[config.mk]
export PLATFORM = sky130hd
export DESIGN_NAME = innerproduct_stream_flat
export DESIGN_NICKNAME = d
export VERILOG_FILES = /design/src/rtl/innerproduct_stream_if.sv /design/src/rtl/innerproduct_stream.sv /design/src/flat_wrapper.sv
export SDC_FILE = /design/constraint.sdc
export NUM_CORES = 2
export LEC_CHECK = 0
export ABC_AREA = 1
export CAP_MARGIN = 10
export CORE_AREA = 2 2 482 484
export CTS_CLUSTER_DIAMETER = 40
export DETAILED_ROUTE_END_ITERATION = 8
export DIE_AREA = 0 0 484 486
export GPL_ROUTABILITY_DRIVEN = 0
export PLACE_DENSITY = 0.59
export SYNTH_ARGS = -nofsm -noshare
export SYNTH_HDL_FRONTEND = slang
export SYNTH_SLANG_ARGS = --single-unit
[constraint.sdc]
create_clock -name clk -period 25.2 [get_ports clk]
set_input_delay 5.04 -clock clk [delete_from_list [all_inputs] [get_ports clk]]
set_output_delay 5.04 -clock clk [all_outputs]
set_load 0.05 [all_outputs]
[src/rtl/innerproduct_stream_if.sv]
// Stream-side bundle for innerproduct_stream: theta write port, feature
// input stream and result output stream. The block uses the slave side.
interface innerproduct_stream_if #(
  parameter int DATA_W = 32,
  parameter int ADDR_W = 6
);
  logic              w_we;
  logic [ADDR_W-1:0] w_addr;
  logic [DATA_W-1:0] w_data;
  logic              w_busy;

  logic              s_valid;
  logic              s_ready;
  logic [DATA_W-1:0] s_data;
  logic              s_last;

  logic              m_valid;
  logic              m_ready;
  logic [DATA_W-1:0] m_data;
  logic              m_err;

  modport master (
    output w_we, w_addr, w_data,
    input  w_busy,
    output s_valid, s_data, s_last,
    input  s_ready,
    input  m_valid, m_data, m_err,
    output m_ready
  );

  modport slave (
    input  w_we, w_addr, w_data,
    output w_busy,
    input  s_valid, s_data, s_last,
    output s_ready,
    output m_valid, m_data, m_err,
    input  m_ready
  );
endinterface

[src/rtl/innerproduct_stream.sv]
// Streaming inner product: one feature per beat, h' = THETA0 + sum x[i]*theta[i]
// (i >= 1, modulo 2^DATA_W), with a runtime-writable theta register file and a
// valid/ready result port carrying a framing-error flag.
module innerproduct_stream #(
  parameter int                DATA_W    = 32,
  parameter int                N_FEAT    = 41,
  parameter int                ADDR_W    = 6,
  parameter logic [N_FEAT-1:0] SKIP_MASK = '0
) (
  input logic                   clk,
  input logic                   rst_n,
  innerproduct_stream_if.slave  bus
);

  localparam int IDX_W = $clog2(N_FEAT);

  typedef enum logic [1:0] {
    IDLE  = 2'd0,
    ACCUM = 2'd1,
    OUT   = 2'd2
  } state_t;

  state_t            r_state;
  state_t            w_state_nx;
  logic [IDX_W-1:0]  r_idx;
  logic [DATA_W-1:0] r_acc;
  logic [DATA_W-1:0] r_m_data;
  logic              r_m_err;
  logic              r_alive;
  logic [DATA_W-1:0] r_theta [N_FEAT];

  logic              w_s_ready;
  logic              w_busy_o;
  logic              w_m_valid;
  logic              w_fire;
  logic              w_last_idx;
  logic              w_skip;
  logic [DATA_W-1:0] w_theta;
  logic [DATA_W-1:0] w_term;
  logic [DATA_W-1:0] w_sum;

  // Unsigned product, keeping only the low DATA_W bits.
  function automatic logic [DATA_W-1:0] mul_trunc(input logic [DATA_W-1:0] a,
                                                  input logic [DATA_W-1:0] b);
    return DATA_W'(a * b);
  endfunction

  assign w_last_idx = (r_idx == IDX_W'(N_FEAT - 1));

  // Select theta and skip bit for the current feature index.
  always_comb begin
    w_theta = '0;
    w_skip  = 1'b0;
    for (int k = 0; k < N_FEAT; k++) begin
      if (r_idx == IDX_W'(k)) begin
        w_theta = r_theta[k];
        w_skip  = SKIP_MASK[k];
      end
    end
    w_term = w_skip ? '0 : mul_trunc(bus.s_data, w_theta);
    w_sum  = r_acc + w_term;
  end

  // Holds s_ready low until the first clock edge after reset release.
  always_ff @(posedge clk or negedge rst_n) begin
    if (!rst_n) r_alive <= 1'b0;
    else        r_alive <= 1'b1;
  end

  // State register.
  always_ff @(posedge clk or negedge rst_n) begin
    if (!rst_n) r_state <= IDLE;
    else        r_state <= w_state_nx;
  end

  // Next-state and handshake outputs.
  always_comb begin
    w_state_nx = r_state;
    w_s_ready  = 1'b0;
    w_busy_o   = 1'b1;
    w_m_valid  = 1'b0;
    w_fire     = 1'b0;
    case (r_state)
      IDLE: begin
        w_s_ready = r_alive;
        w_busy_o  = 1'b0;
        w_fire    = bus.s_valid && r_alive;
        if (w_fire) w_state_nx = bus.s_last ? OUT : ACCUM;
      end
      ACCUM: begin
        w_s_ready = r_alive;
        w_fire    = bus.s_valid && r_alive;
        if (w_fire && (bus.s_last || w_last_idx)) w_state_nx = OUT;
      end
      OUT: begin
        w_m_valid = 1'b1;
        if (bus.m_ready) w_state_nx = IDLE;
      end
      default: w_state_nx = IDLE;
    endcase
  end

  // Theta register file; writable only while idle, out-of-range writes drop.
  always_ff @(posedge clk or negedge rst_n) begin
    if (!rst_n) begin
      for (int k = 0; k < N_FEAT; k++) r_theta[k] <= '0;
    end else if (bus.w_we && (r_state == IDLE)) begin
      for (int k = 0; k < N_FEAT; k++) begin
        if (bus.w_addr == ADDR_W'(k)) r_theta[k] <= bus.w_data;
      end
    end
  end

  // Accumulator, feature index and result registers.
  always_ff @(posedge clk or negedge rst_n) begin
    if (!rst_n) begin
      r_idx    <= '0;
      r_acc    <= '0;
      r_m_data <= '0;
      r_m_err  <= 1'b0;
    end else begin
      case (r_state)
        IDLE: begin
          if (w_fire) begin
            // Bias slot: x[0] is consumed but only THETA0 enters the sum.
            r_acc <= r_theta[0];
            r_idx <= IDX_W'(1);
            if (bus.s_last) begin
              r_m_data <= r_theta[0];
              r_m_err  <= 1'b1;
            end
          end
        end
        ACCUM: begin
          if (w_fire) begin
            r_acc <= w_sum;
            r_idx <= r_idx + IDX_W'(1);
            if (bus.s_last || w_last_idx) begin
              r_m_data <= w_sum;
              r_m_err  <= (bus.s_last != w_last_idx);
            end
          end
        end
        OUT: begin
          if (bus.m_ready) r_idx <= '0;
        end
        default: r_idx <= '0;
      endcase
    end
  end

  assign bus.s_ready = w_s_ready;
  assign bus.w_busy  = w_busy_o;
  assign bus.m_valid = w_m_valid;
  assign bus.m_data  = r_m_data;
  assign bus.m_err   = r_m_err;

endmodule

[src/flat_wrapper.sv]
// flat-port wrapper written by rule: the top's interface ports become plain ports
module innerproduct_stream_flat 
#(
  parameter int                DATA_W    = 32,
  parameter int                N_FEAT    = 41,
  parameter int                ADDR_W    = 6,
  parameter logic [N_FEAT-1:0] SKIP_MASK = '0
)
  (clk, rst_n, bus_w_we, bus_w_addr, bus_w_data, bus_w_busy, bus_s_valid, bus_s_data, bus_s_last, bus_s_ready, bus_m_valid, bus_m_data, bus_m_err, bus_m_ready);
  innerproduct_stream_if #(.DATA_W(DATA_W), .ADDR_W(ADDR_W)) bus_i ();
  input logic clk;
  input logic rst_n;
  input wire logic [$bits(bus_i.w_we)-1:0] bus_w_we;
  input wire logic [$bits(bus_i.w_addr)-1:0] bus_w_addr;
  input wire logic [$bits(bus_i.w_data)-1:0] bus_w_data;
  output wire logic [$bits(bus_i.w_busy)-1:0] bus_w_busy;
  input wire logic [$bits(bus_i.s_valid)-1:0] bus_s_valid;
  input wire logic [$bits(bus_i.s_data)-1:0] bus_s_data;
  input wire logic [$bits(bus_i.s_last)-1:0] bus_s_last;
  output wire logic [$bits(bus_i.s_ready)-1:0] bus_s_ready;
  output wire logic [$bits(bus_i.m_valid)-1:0] bus_m_valid;
  output wire logic [$bits(bus_i.m_data)-1:0] bus_m_data;
  output wire logic [$bits(bus_i.m_err)-1:0] bus_m_err;
  input wire logic [$bits(bus_i.m_ready)-1:0] bus_m_ready;
  assign bus_i.w_we = bus_w_we;
  assign bus_i.w_addr = bus_w_addr;
  assign bus_i.w_data = bus_w_data;
  assign bus_w_busy = bus_i.w_busy;
  assign bus_i.s_valid = bus_s_valid;
  assign bus_i.s_data = bus_s_data;
  assign bus_i.s_last = bus_s_last;
  assign bus_s_ready = bus_i.s_ready;
  assign bus_m_valid = bus_i.m_valid;
  assign bus_m_data = bus_i.m_data;
  assign bus_m_err = bus_i.m_err;
  assign bus_i.m_ready = bus_m_ready;
  innerproduct_stream #(.DATA_W(DATA_W), .N_FEAT(N_FEAT), .ADDR_W(ADDR_W), .SKIP_MASK(SKIP_MASK)) u_core (.clk(clk), .rst_n(rst_n), .bus(bus_i));
endmodule
==> metrics.csv <==
metric,value,unit
rows,176,
syn_avg_cell_area,7.874,sq um
setup_violations,0,
syn_to_final_growth,13.22,%
cts_resized,0,
register_area,34680,sq um
layout.nets,10579,
hp-start,u_core.r_theta[722],
multi_input_area,39430,sq um
worstSetupPathType,reg2reg,
setup-tns-final,0,ps
vias,66373,
cts_tree,done,
core,229500,sq um
gr-total-overflow,0,
hold_class,reg2reg,
ys_ff_latch,1386,
start_util,0.3489,
post_cts_buffers,0,
routed_via_density,5.049,
mostFrequentLayoutCells,"nand2_1 (3321), o21ai_0 (1488), dfrtp_1 (1386)",
cts_hold_buf,0,
critPathMaxFanout,48,
die_h,486,um
antenna_found_initial,5,
root_buffer,clkbuf_16,
grt_max_degree,157,
layout_min_cycle_time,14420,ps
worst_pin_slew,1236,ps
status,"finished, final reports clean",
drtPass1Iterations,9,
clkSinkCount,1386,
first_iter_violations,6269,
cp-end-kind,flop,
max_cap_violations,0,
cts.clk_slew.worst_paths,50,ps
grt_pass1_vias,65150,
antenna_left,0,
drt-total-wl,248600,um
fp.dieW,484,um
yosysWarnings,0,
critPathLaunch,u_core.r_idx[2],
grt_pass1_wl,391600,um
num_io_pins,112,
final_common_cell,nand2_1,
fin_crit_sh,0.5721,
hold_viol_final,0,
slew_headroom,0.1761,
arrival,15120,ps
clk_latency,860,ps
cts_buffers,204,
dp_hpwl,167600,um
critPathLaunchType,flop,
synth_nets,10810,
nFillCells,23305,
rsz0062_at_grt,no,
max_freq,69.36,MHz
grt_usage,0.2109,
slowest_delay,940,ps
htree_levels,4,
dieArea,235200,sq um
critPathRequiredTime,25910,ps
cp_slowest_cell,clkinv_1,
ys_seq_area_frac,0.4333,
remaining_drc_errors,0,
ys_types,43,
wl_per_cell,18.91,um
netlist_area,80050,sq um
numPortBuffers,111,
maxSlewViolCount,0,
cpMostUsedCell,nand2_1,
reg2reg_from,u_core.r_idx[2],
synthCells,10167,
skew,55.05,ps
drive_above_1_share,0.08264,
cts.path.max_buffers,3,
[worst max-delay path: cells and delay by family (launching register included)]
| kind | cells | cell delay (ps) |
|---|---|---|
| compound gates | 19 | 3200 |
| xor+xnor | 1 | 160 |
| fa+ha+maj | 9 | 3390 |
| buf+inv | 7 | 1750 |
| flops | 1 | 440 |
| simple gates | 47 | 5300 |
[logic make-up (layout without fill, tap and decap cells)]
kind of cell | after synthesis | in the layout | share of synthesized area
other | 1 | 4 | 0.00004685
xor gates and xnor gates | 36 | 36 | 0.003939
DFF | 1386 | 1386 | 0.4333
and+or+nand+nor | 4835 | 4835 | 0.2450
buffers and inverters | 1579 | 1528 | 0.07659
AOI/OAI and AO/OA | 1763 | 1763 | 0.1115
adders and majority gates | 567 | 567 | 0.1297
[Yosys cell counts]
master | n | area [sq um]
nor2_8 | 1 | 20.02
a21o_1 | 8 | 60.06
buf_4 | 15 | 112.6
nand3b_1 | 13 | 97.59
o21bai_1 | 8 | 60.06
xor2_1 | 18 | 157.7
o31ai_1 | 1 | 7.510
buf_2 | 100 | 500.5
buf_1 | 9 | 33.78
nand2_2 | 6 | 37.54
nand3b_4 | 1 | 20.02
buf_6 | 3 | 33.78
inv_1 | 885 | 3322
nand3_2 | 3 | 30.03
clkinv_1 | 20 | 75.07
nor2_1 | 673 | 2526
fa_1 | 438 | 8768
nand4_1 | 35 | 219.0
a211oi_1 | 1 | 7.510
nand2_1 | 3361 | 12620
nor3b_1 | 1 | 7.510
clkbuf_1 | 543 | 2038
inv_2 | 4 | 15.01
o22ai_1 | 1 | 6.260
a21oi_1 | 232 | 1161
dfrtp_1 | 1386 | 34680
a21boi_0 | 4 | 30.03
a21oi_2 | 1 | 8.760
or2_2 | 233 | 1458
nor3_1 | 5 | 25.02
o21ai_0 | 1488 | 7447
nor2_2 | 3 | 18.77
nand3_1 | 493 | 2467
conb_1 | 1 | 3.750
a31oi_1 | 11 | 68.82
nor2_4 | 5 | 56.30
ha_1 | 129 | 1614
o211ai_1 | 4 | 30.03
a22oi_1 | 2 | 15.01
xnor2_1 | 18 | 157.7
a21oi_4 | 1 | 16.27
o21ai_1 | 1 | 5.000
or2_0 | 2 | 12.51
[state kept, by name (all words and copies together) (netlist names)]
signal and flops:
u_core.bus.m_err 1, u_core.r_acc 32, u_core.r_idx 6, u_core.r_theta 1312, u_core.bus.m_data 32, u_core.r_alive 1
u_core.r_state 2
[routing by layer]
| layer | routed length (um) | track usage |
|---|---|---|
| met2 | 115100 | 0.3391 |
| met3 | 15650 | 0.03306 |
| met4 | 8425 | 0.07424 |
| met1 | 109300 | 0.2883 |
| met5 | 17 | 0 |
[metrics by stage]
stage | hold slack [ps] | util | instances | setup slack, ps | instance area [sq um]
6_report | 474.9 | 0.3950 | 13145 | 10780 | 90630
3_3_place_gp | 458.1 | 0.3633 | 12755 | 10400 | 83360
5_1_grt | 491.5 | 0.3950 | 13143 | 9582 | 90630
3_5_place_dp | 465.3 | 0.3633 | 12755 | 10480 | 83360
4_1_cts | 478.2 | 0.3949 | 13141 | 11030 | 90610
2_1_floorplan | 445.7 | - | 10167 | 12530 | 80050
[cell type report]
type	count	share of cell area
timing repair buffer	233	0.02283
tap	3026	0.04177
sequential	1386	0.3827
multi-input combinational	7202	0.4350
clock buffer	251	0.06127
antenna	3	0.00008283
clock inverter	135	0.01871
inverter	909	0.03765
[final timing paths]
path / cells past startpoint / end / slack, ps
max in group asynchronous: 6 / u_core.r_theta[1217] / 16320
max reg2reg: 83 / u_core.r_acc[30] / 10780
min in group asynchronous: 1 / u_core.r_theta[445] / 4200
max: 83 / u_core.r_acc[30] / 10780
min: 2 / u_core.r_theta[722] / 470
min reg2reg: 2 / u_core.r_theta[722] / 470
Power is not shown: default switching activity piles up to over one toggle a cycle in this logic, so the estimate is an artifact.
